## src/rtl/jtag_pkg.sv

```systemverilog
// Shared encodings and pin-mapping helper for the JTAG shift engine.
// Op codes match the VPI driver's command numbering.
package jtag_pkg;

  typedef enum logic [1:0] {
    JTAG_OP_RESET         = 2'd0,
    JTAG_OP_TMS_SEQ       = 2'd1,
    JTAG_OP_SCAN          = 2'd2,
    JTAG_OP_SCAN_FLIP_TMS = 2'd3
  } jtag_op_e;

  typedef enum logic [2:0] {
    ST_IDLE,
    ST_FETCH,
    ST_LOW,
    ST_HIGH,
    ST_STORE
  } jtag_state_e;

  typedef struct packed {
    logic tms;
    logic tdi;
  } jtag_pins_t;

  // TAP reset: five TMS=1 pulses then one TMS=0, fed through the TMS path.
  localparam logic [7:0]  RESET_TMS_PATTERN = 8'h1F;
  localparam int unsigned RESET_NBITS       = 6;

  function automatic logic op_has_tdo(input jtag_op_e op);
    return (op == JTAG_OP_SCAN) || (op == JTAG_OP_SCAN_FLIP_TMS);
  endfunction

  function automatic jtag_pins_t pin_map(input jtag_op_e op, input logic data_bit,
                                         input logic last_bit);
    jtag_pins_t p;
    p.tms = 1'b0;
    p.tdi = 1'b0;
    case (op)
      JTAG_OP_RESET, JTAG_OP_TMS_SEQ: p.tms = data_bit;
      JTAG_OP_SCAN:                   p.tdi = data_bit;
      default: begin
        p.tdi = data_bit;
        p.tms = last_bit;
      end
    endcase
    return p;
  endfunction

endpackage

```

## src/rtl/jtag_tck_gen.sv

```systemverilog
// TCK divider: toggles tck every TCK_DIV cycles while run is high and
// holds the phase counter at zero otherwise, so stalls only lengthen LOW.
module jtag_tck_gen #(
  parameter int unsigned TCK_DIV = 5
) (
  input  logic clk,
  input  logic rst_n,
  input  logic run,
  output logic tck,
  output logic rise_c,
  output logic fall_c
);

  localparam int unsigned    DIV_W    = (TCK_DIV > 1) ? $clog2(TCK_DIV) : 1;
  localparam logic [DIV_W-1:0] DIV_LAST = DIV_W'(TCK_DIV - 1);

  logic [DIV_W-1:0] div_q, div_d;
  logic             tck_q, tck_d;
  logic             tick;

  always_comb begin
    tick   = run && (div_q == DIV_LAST);
    rise_c = tick && !tck_q;
    fall_c = tick && tck_q;
    div_d  = div_q;
    tck_d  = tck_q;
    if (!run) begin
      div_d = '0;
    end else if (tick) begin
      div_d = '0;
      tck_d = !tck_q;
    end else begin
      div_d = div_q + DIV_W'(1);
    end
  end

  always_ff @(posedge clk or negedge rst_n) begin
    if (!rst_n) begin
      div_q <= '0;
      tck_q <= 1'b0;
    end else begin
      div_q <= div_d;
      tck_q <= tck_d;
    end
  end

  assign tck = tck_q;

endmodule

```

## src/rtl/jtag_shift_engine.sv

```systemverilog
// JTAG master: runs RESET / TMS_SEQ / SCAN / SCAN_FLIP_TMS commands,
// streaming TMS/TDI bytes in and captured TDO bytes out over valid/ready.
module jtag_shift_engine
  import jtag_pkg::*;
#(
  parameter int unsigned TCK_DIV = 5,
  parameter int unsigned LEN_W   = 16
) (
  input  logic             clk,
  input  logic             rst_n,
  input  logic             cmd_valid,
  output logic             cmd_ready,
  input  logic [1:0]       cmd_op,
  input  logic [LEN_W-1:0] cmd_nbits,
  input  logic             wr_valid,
  output logic             wr_ready,
  input  logic [7:0]       wr_data,
  output logic             rd_valid,
  input  logic             rd_ready,
  output logic [7:0]       rd_data,
  output logic             busy,
  output logic             tck,
  output logic             tms,
  output logic             tdi,
  input  logic             tdo
);

  jtag_state_e      state_q, state_d;
  jtag_op_e         op_q, op_d;
  logic [LEN_W-1:0] nbits_q, nbits_d;
  logic [LEN_W-1:0] cnt_q, cnt_d;
  logic [7:0]       wbuf_q, wbuf_d;
  logic [7:0]       rbuf_q, rbuf_d;
  logic [7:0]       rd_data_q, rd_data_d;
  logic             rd_valid_q, rd_valid_d;
  jtag_pins_t       pins_q, pins_d;
  logic             cmd_ready_q, cmd_ready_d;
  logic             wr_ready_q, wr_ready_d;
  logic             busy_q, busy_d;
  logic             load_pins, clear_pins, bit_last;
  logic             rise_c, fall_c, tck_run;

  assign tck_run = (state_q == ST_LOW) || (state_q == ST_HIGH);

  jtag_tck_gen #(.TCK_DIV(TCK_DIV)) u_tck_gen (
    .clk    (clk),
    .rst_n  (rst_n),
    .run    (tck_run),
    .tck    (tck),
    .rise_c (rise_c),
    .fall_c (fall_c)
  );

  always_comb begin
    state_d    = state_q;
    op_d       = op_q;
    nbits_d    = nbits_q;
    cnt_d      = cnt_q;
    wbuf_d     = wbuf_q;
    rbuf_d     = rbuf_q;
    rd_data_d  = rd_data_q;
    rd_valid_d = rd_valid_q && !rd_ready;
    pins_d     = pins_q;
    load_pins  = 1'b0;
    clear_pins = 1'b0;
    bit_last   = (cnt_q + LEN_W'(1)) == nbits_q;

    case (state_q)
      ST_IDLE: begin
        if (cmd_valid && cmd_ready_q) begin
          op_d    = jtag_op_e'(cmd_op);
          cnt_d   = '0;
          rbuf_d  = '0;
          nbits_d = (op_d == JTAG_OP_RESET) ? LEN_W'(RESET_NBITS) : cmd_nbits;
          // Zero-length shifts retire on acceptance.
          if ((op_d == JTAG_OP_RESET) || (cmd_nbits != '0)) state_d = ST_FETCH;
        end
      end
      ST_FETCH: begin
        if (op_q == JTAG_OP_RESET) begin
          wbuf_d    = RESET_TMS_PATTERN;
          load_pins = 1'b1;
          state_d   = ST_LOW;
        end else if (wr_valid && wr_ready_q) begin
          wbuf_d    = wr_data;
          load_pins = 1'b1;
          state_d   = ST_LOW;
        end
      end
      ST_LOW: begin
        if (rise_c) begin
          rbuf_d[cnt_q[2:0]] = tdo;
          state_d            = ST_HIGH;
        end
      end
      ST_HIGH: begin
        if (fall_c) begin
          cnt_d = cnt_q + LEN_W'(1);
          if (bit_last) clear_pins = 1'b1;
          if (bit_last || (cnt_q[2:0] == 3'd7)) begin
            if (op_has_tdo(op_q)) state_d = ST_STORE;
            else                  state_d = bit_last ? ST_IDLE : ST_FETCH;
          end else begin
            load_pins = 1'b1;
            state_d   = ST_LOW;
          end
        end
      end
      ST_STORE: begin
        if (!rd_valid_q || rd_ready) begin
          rd_data_d  = rbuf_q;
          rd_valid_d = 1'b1;
          rbuf_d     = '0;
          state_d    = (cnt_q == nbits_q) ? ST_IDLE : ST_FETCH;
        end
      end
      default: state_d = ST_IDLE;
    endcase

    if (clear_pins) begin
      pins_d = '0;
    end else if (load_pins) begin
      pins_d = pin_map(op_q, wbuf_d[cnt_d[2:0]], cnt_d == (nbits_q - LEN_W'(1)));
    end

    cmd_ready_d = (state_d == ST_IDLE);
    wr_ready_d  = (state_d == ST_FETCH) && (op_d != JTAG_OP_RESET);
    busy_d      = (state_d != ST_IDLE);
  end

  always_ff @(posedge clk or negedge rst_n) begin
    if (!rst_n) begin
      state_q     <= ST_IDLE;
      op_q        <= JTAG_OP_RESET;
      nbits_q     <= '0;
      cnt_q       <= '0;
      wbuf_q      <= '0;
      rbuf_q      <= '0;
      rd_data_q   <= '0;
      rd_valid_q  <= 1'b0;
      pins_q      <= '0;
      cmd_ready_q <= 1'b0;
      wr_ready_q  <= 1'b0;
      busy_q      <= 1'b0;
    end else begin
      state_q     <= state_d;
      op_q        <= op_d;
      nbits_q     <= nbits_d;
      cnt_q       <= cnt_d;
      wbuf_q      <= wbuf_d;
      rbuf_q      <= rbuf_d;
      rd_data_q   <= rd_data_d;
      rd_valid_q  <= rd_valid_d;
      pins_q      <= pins_d;
      cmd_ready_q <= cmd_ready_d;
      wr_ready_q  <= wr_ready_d;
      busy_q      <= busy_d;
    end
  end

  assign cmd_ready = cmd_ready_q;
  assign wr_ready  = wr_ready_q;
  assign rd_valid  = rd_valid_q;
  assign rd_data   = rd_data_q;
  assign busy      = busy_q;
  assign tms       = pins_q.tms;
  assign tdi       = pins_q.tdi;

endmodule

```

## config.mk

```make
export PLATFORM = sky130hd
export DESIGN_NAME = jtag_shift_engine
export DESIGN_NICKNAME = d
export VERILOG_FILES = /design/src/rtl/jtag_pkg.sv /design/src/rtl/jtag_tck_gen.sv /design/src/rtl/jtag_shift_engine.sv
export SDC_FILE = /design/constraint.sdc
export NUM_CORES = 1
export LEC_CHECK = 0
export BUFFER_PORTS_ARGS = -buffer_cell sky130_fd_sc_hd__buf_2
export CAP_MARGIN = 20
export CORE_MARGIN = 8
export CORE_UTILIZATION = 30
export CTS_BUF_LIST = sky130_fd_sc_hd__clkbuf_4
export DETAILED_ROUTE_END_ITERATION = 16
export PLACE_DENSITY_LB_ADDON = 0.15
export SYNTH_ARGS = -nofsm -noshare
export SYNTH_HDL_FRONTEND = slang
export SYNTH_SLANG_ARGS = --single-unit
```

## constraint.sdc

```tcl
create_clock -name clk -period 3.9 [get_ports clk]
set_clock_uncertainty 0.15 [all_clocks]
set_input_delay 0.78 -clock clk [delete_from_list [all_inputs] [get_ports clk]]
set_output_delay 0.78 -clock clk [all_outputs]
set_load 0.05 [all_outputs]
```

==> flow_summary.yaml <==
status:
  outcome: "complete, no violations"
power:
  pwr-share-clk_pct: 37.8
  peakVddDrop_mv: 0.210
  p_int_uw: 958
  p_seq_share_pct: 58.8
  p_leak_nw: 2.20
  switching_power_uw: 299
  comb_power_share_pct: 3.4
  p_sw_share_pct: 23.8
  p_per_area_nw_per_um2: 249
worst_setup_path:
  start_kind: "flop"
  timing.rr.end: "tms"
  critPathKind: "flop to flop"
  crit_chain: "ha_1 -> nand4_1 -> nor4_1 -> xnor2_1 -> nand3_1 -> or4_4 -> a21oi_1 -> o32ai_1 -> a21o_1"
  cp_top_family: "simple AND/OR/NAND/NOR gates"
  reg2reg_from: "cnt_q[0]"
  end_kind: "flop"
  slowest_delay_ps: 670
  crit_fanout: 15
  critPathRequiredTime_ps: 4090
  critPathBufInv: 0
  r2r_slack_ps: 480
  reg2reg_depth: 9
  crit_slowest_cell: "dfrtp_1"
  crit_arrival_ps: 3610
detailed_routing:
  drc: 0
  viasPerCell: 5.32
  totalWireLength_mm: 12.8
  wire_per_inst_um: 17.7
  drt_iter0_drc: 192
  wl_met1_mm: 6.13
  dr.max_layer_used: "met4"
  dr.pass1.iters: 4
  wl_met3_um: 688
  antenna_left: 0
  dr_total_vias: 3864
  route.met2.wl_mm: 5.68
yosys:
  ys_seq_area_share_pct: 39.1
  yosysTopAreaCell: "dfrtp_1"
  synth_top_area_share_pct: 39.1
  synth_fp_nets: 536
  async_flop_share_pct: 100
  synthFlopType: "dfrtp_1"
  syn_avg_cell_area_um2: 9.11
  yosysUniqueCellTypes: 72
  yosysWarningCount: 0
  synth_area_leaders: "dfrtp_1 (39%), xnor2_1 (7.1%), nand2_1 (5.3%)"
  synth-seq-cells: 71
  syn_area_um2: 4540
  synth_cells: 499
  synth-edff-count: 0
floorplanning:
  start_util_pct: 30.3
  die-area_um2: 19300
  rows: 45
  die_y_um: 139
  design.core.area_um2: 15000
  die_w_um: 139
  ios: 47
timing:
  slew_violations: 0
  tightest_slew_ps: 997
  setup-violations-final: 0
  relSlewSlack_pct: 32.7
  finalCritPeriodShare_pct: 87.7
  rsz0062_at_grt: "false"
  timing.fmax_ghz: 0.292
  fin_crit_ps: 3420
  hold_viol: 0
  fin_tns_setup_ps: 0
clock_network:
  root_buffer: "clkbuf_4"
  holdBufCountCts: 0
  cts-resized-gates: 0
  clk_pin_slew_ps: 120
  clock_latency_ps: 450
  cts_sinks: 71
  cts_tree: "built"
  cts_max_path_buffers: 2
  cts_buffers: 9
  post-cts-setup-buffer-count: 0
  ctsHtreeMaxLevel: 3
global_routing:
  first_global_vias: 3945
  grt_max_degree: 40
  grt_first_pass_wirelength_mm: 21.2
  track_usage_pct: 13.8
  grt_antenna_before_repair: 2
  grt_overflow: 0
layout:
  syn_to_final_growth_pct: 11.1
  layout-drive-gt1-share_pct: 18.3
  final_cells: 726
  fin_nets: 568
  fill_cells: 1570
  regArea_um2: 1780
  multiInputGateArea_um2: 2540
place:
  portBuffers: 46
  place_inst: 708
  gp_congestion: 0.905
  dp_hpwl_mm: 10.0
worst_hold_path:
  min_path_type: "input pin to asynchronous set/reset pin"
flow_run:
  max_cap_viol_count: 0
metal layers:
layer	GRT usage [%]	up-vias
li1	-	1877
met2	21.5	106
met4	5.26	0
met1	17.5	1859
met5	0	-
met3	4.34	22
cells in the final DEF, fill, tap and decap left out, types with 2 or more instances in the layout:
cell type | Yosys | layout
ha_1 | 5 | 5
xor2_1 | 14 | 14
buf_4 | 0 | 9
xnor2_1 | 37 | 37
nand2_1 | 64 | 64
o21ai_0 | 25 | 25
a22oi_1 | 2 | 2
nor3_1 | 15 | 15
mux2_2 | 9 | 9
o31ai_1 | 3 | 3
or2_2 | 2 | 2
nor4_1 | 16 | 16
nor2b_1 | 3 | 3
and3_2 | 2 | 2
diode_2 | 0 | 2
mux2i_1 | 13 | 13
nand3_1 | 27 | 27
buf_2 | 10 | 46
or3_1 | 7 | 7
or4_1 | 5 | 5
o41ai_1 | 5 | 5
a22o_1 | 7 | 7
clkbuf_4 | 0 | 11
and3_1 | 2 | 2
nand4_1 | 10 | 10
o32ai_1 | 3 | 3
nor2_1 | 31 | 31
nand2b_1 | 9 | 9
a21oi_1 | 13 | 13
o22a_1 | 5 | 5
dfrtp_1 | 71 | 71
clkinv_1 | 0 | 3
and4_1 | 3 | 3
inv_1 | 11 | 11
o211ai_1 | 5 | 5
a31oi_1 | 5 | 5
cells by family after synthesis:
group	Yosys count	share of synthesized area (%)
xor+xnor	51	9.83
fa+ha+maj	5	1.38
buf+inv	46	4.96
flops	71	39.1
compound gates	92	14.6
simple gates	212	25.0
mux	22	5.09
flip-flops by register name, indices dropped and copies added (netlist names), 2 cells and up:
name             cells
nbits_q             16
cnt_q               16
rbuf_q               8
state_q              3
u_tck_gen.div_q      3
rd_data              8
op_q                 2
wbuf_q               8
cells in the mapped netlist (5+ instances only):
cell type,n
o22a_1,5
a31oi_1,5
nor4_1,16
o211ai_1,5
xnor2_1,37
buf_2,10
xor2_1,14
o41ai_1,5
or4_1,5
nand4_1,10
nand3_1,27
ha_1,5
o21ai_0,25
a22o_1,7
inv_1,11
nor3_1,15
clkbuf_1,19
mux2_2,9
dfrtp_1,71
mux2i_1,13
or3_1,7
nand2_1,64
nand2b_1,9
a21oi_1,13
nor2_1,31
stage by stage:
stage / util [%] / total power [mW] / hold WS, ps / instance area (um^2) / worst slack, ps
6_report: 33.7 / 1.26 / 254 / 5050 / 481
5_1_grt: 33.7 / 1.32 / 287 / 5050 / 315
4_1_cts: 33.7 / 1.29 / 255 / 5040 / 537
3_5_place_dp: 32.8 / 0.798 / 315 / 4910 / 578
3_3_place_gp: 32.8 / 0.797 / 300 / 4910 / 652
2_1_floorplan: - / 0.759 / 288 / 4540 / 1180
power groups by stage:
stage	combinational, mW	sequential, mW	clock [mW]
4_1_cts	0.0450	0.739	0.504
3_5_place_dp	0.0448	0.753	0
6_report	0.0427	0.739	0.475
3_3_place_gp	0.0438	0.753	0
5_1_grt	0.0496	0.740	0.533
2_1_floorplan	0.00604	0.753	0
final cells by class:
type                       instances  area share, %
sequential                        71           35.2
tap                              188           4.66
inverter                          11          0.818
timing repair buffer              56           6.29
clock inverter                     5          0.966
antenna                            2         0.0991
multi-input combinational        382           50.3
clock buffer                      11           1.64
how the worst max path moves through the flow:
stage               startpoint   to  slack, ps  cells past startpoint
finish                cnt_q[0]  tms        480                      9
global route          cnt_q[0]  tms        320                      9
CTS                   cnt_q[0]  tms        540                     10
detailed placement    cnt_q[0]  tms        580                     10
global placement      cnt_q[1]  tms        650                      9
floorplan             cnt_q[0]  tms       1180                     10
Note: power is estimated with default switching activity, not from simulation.
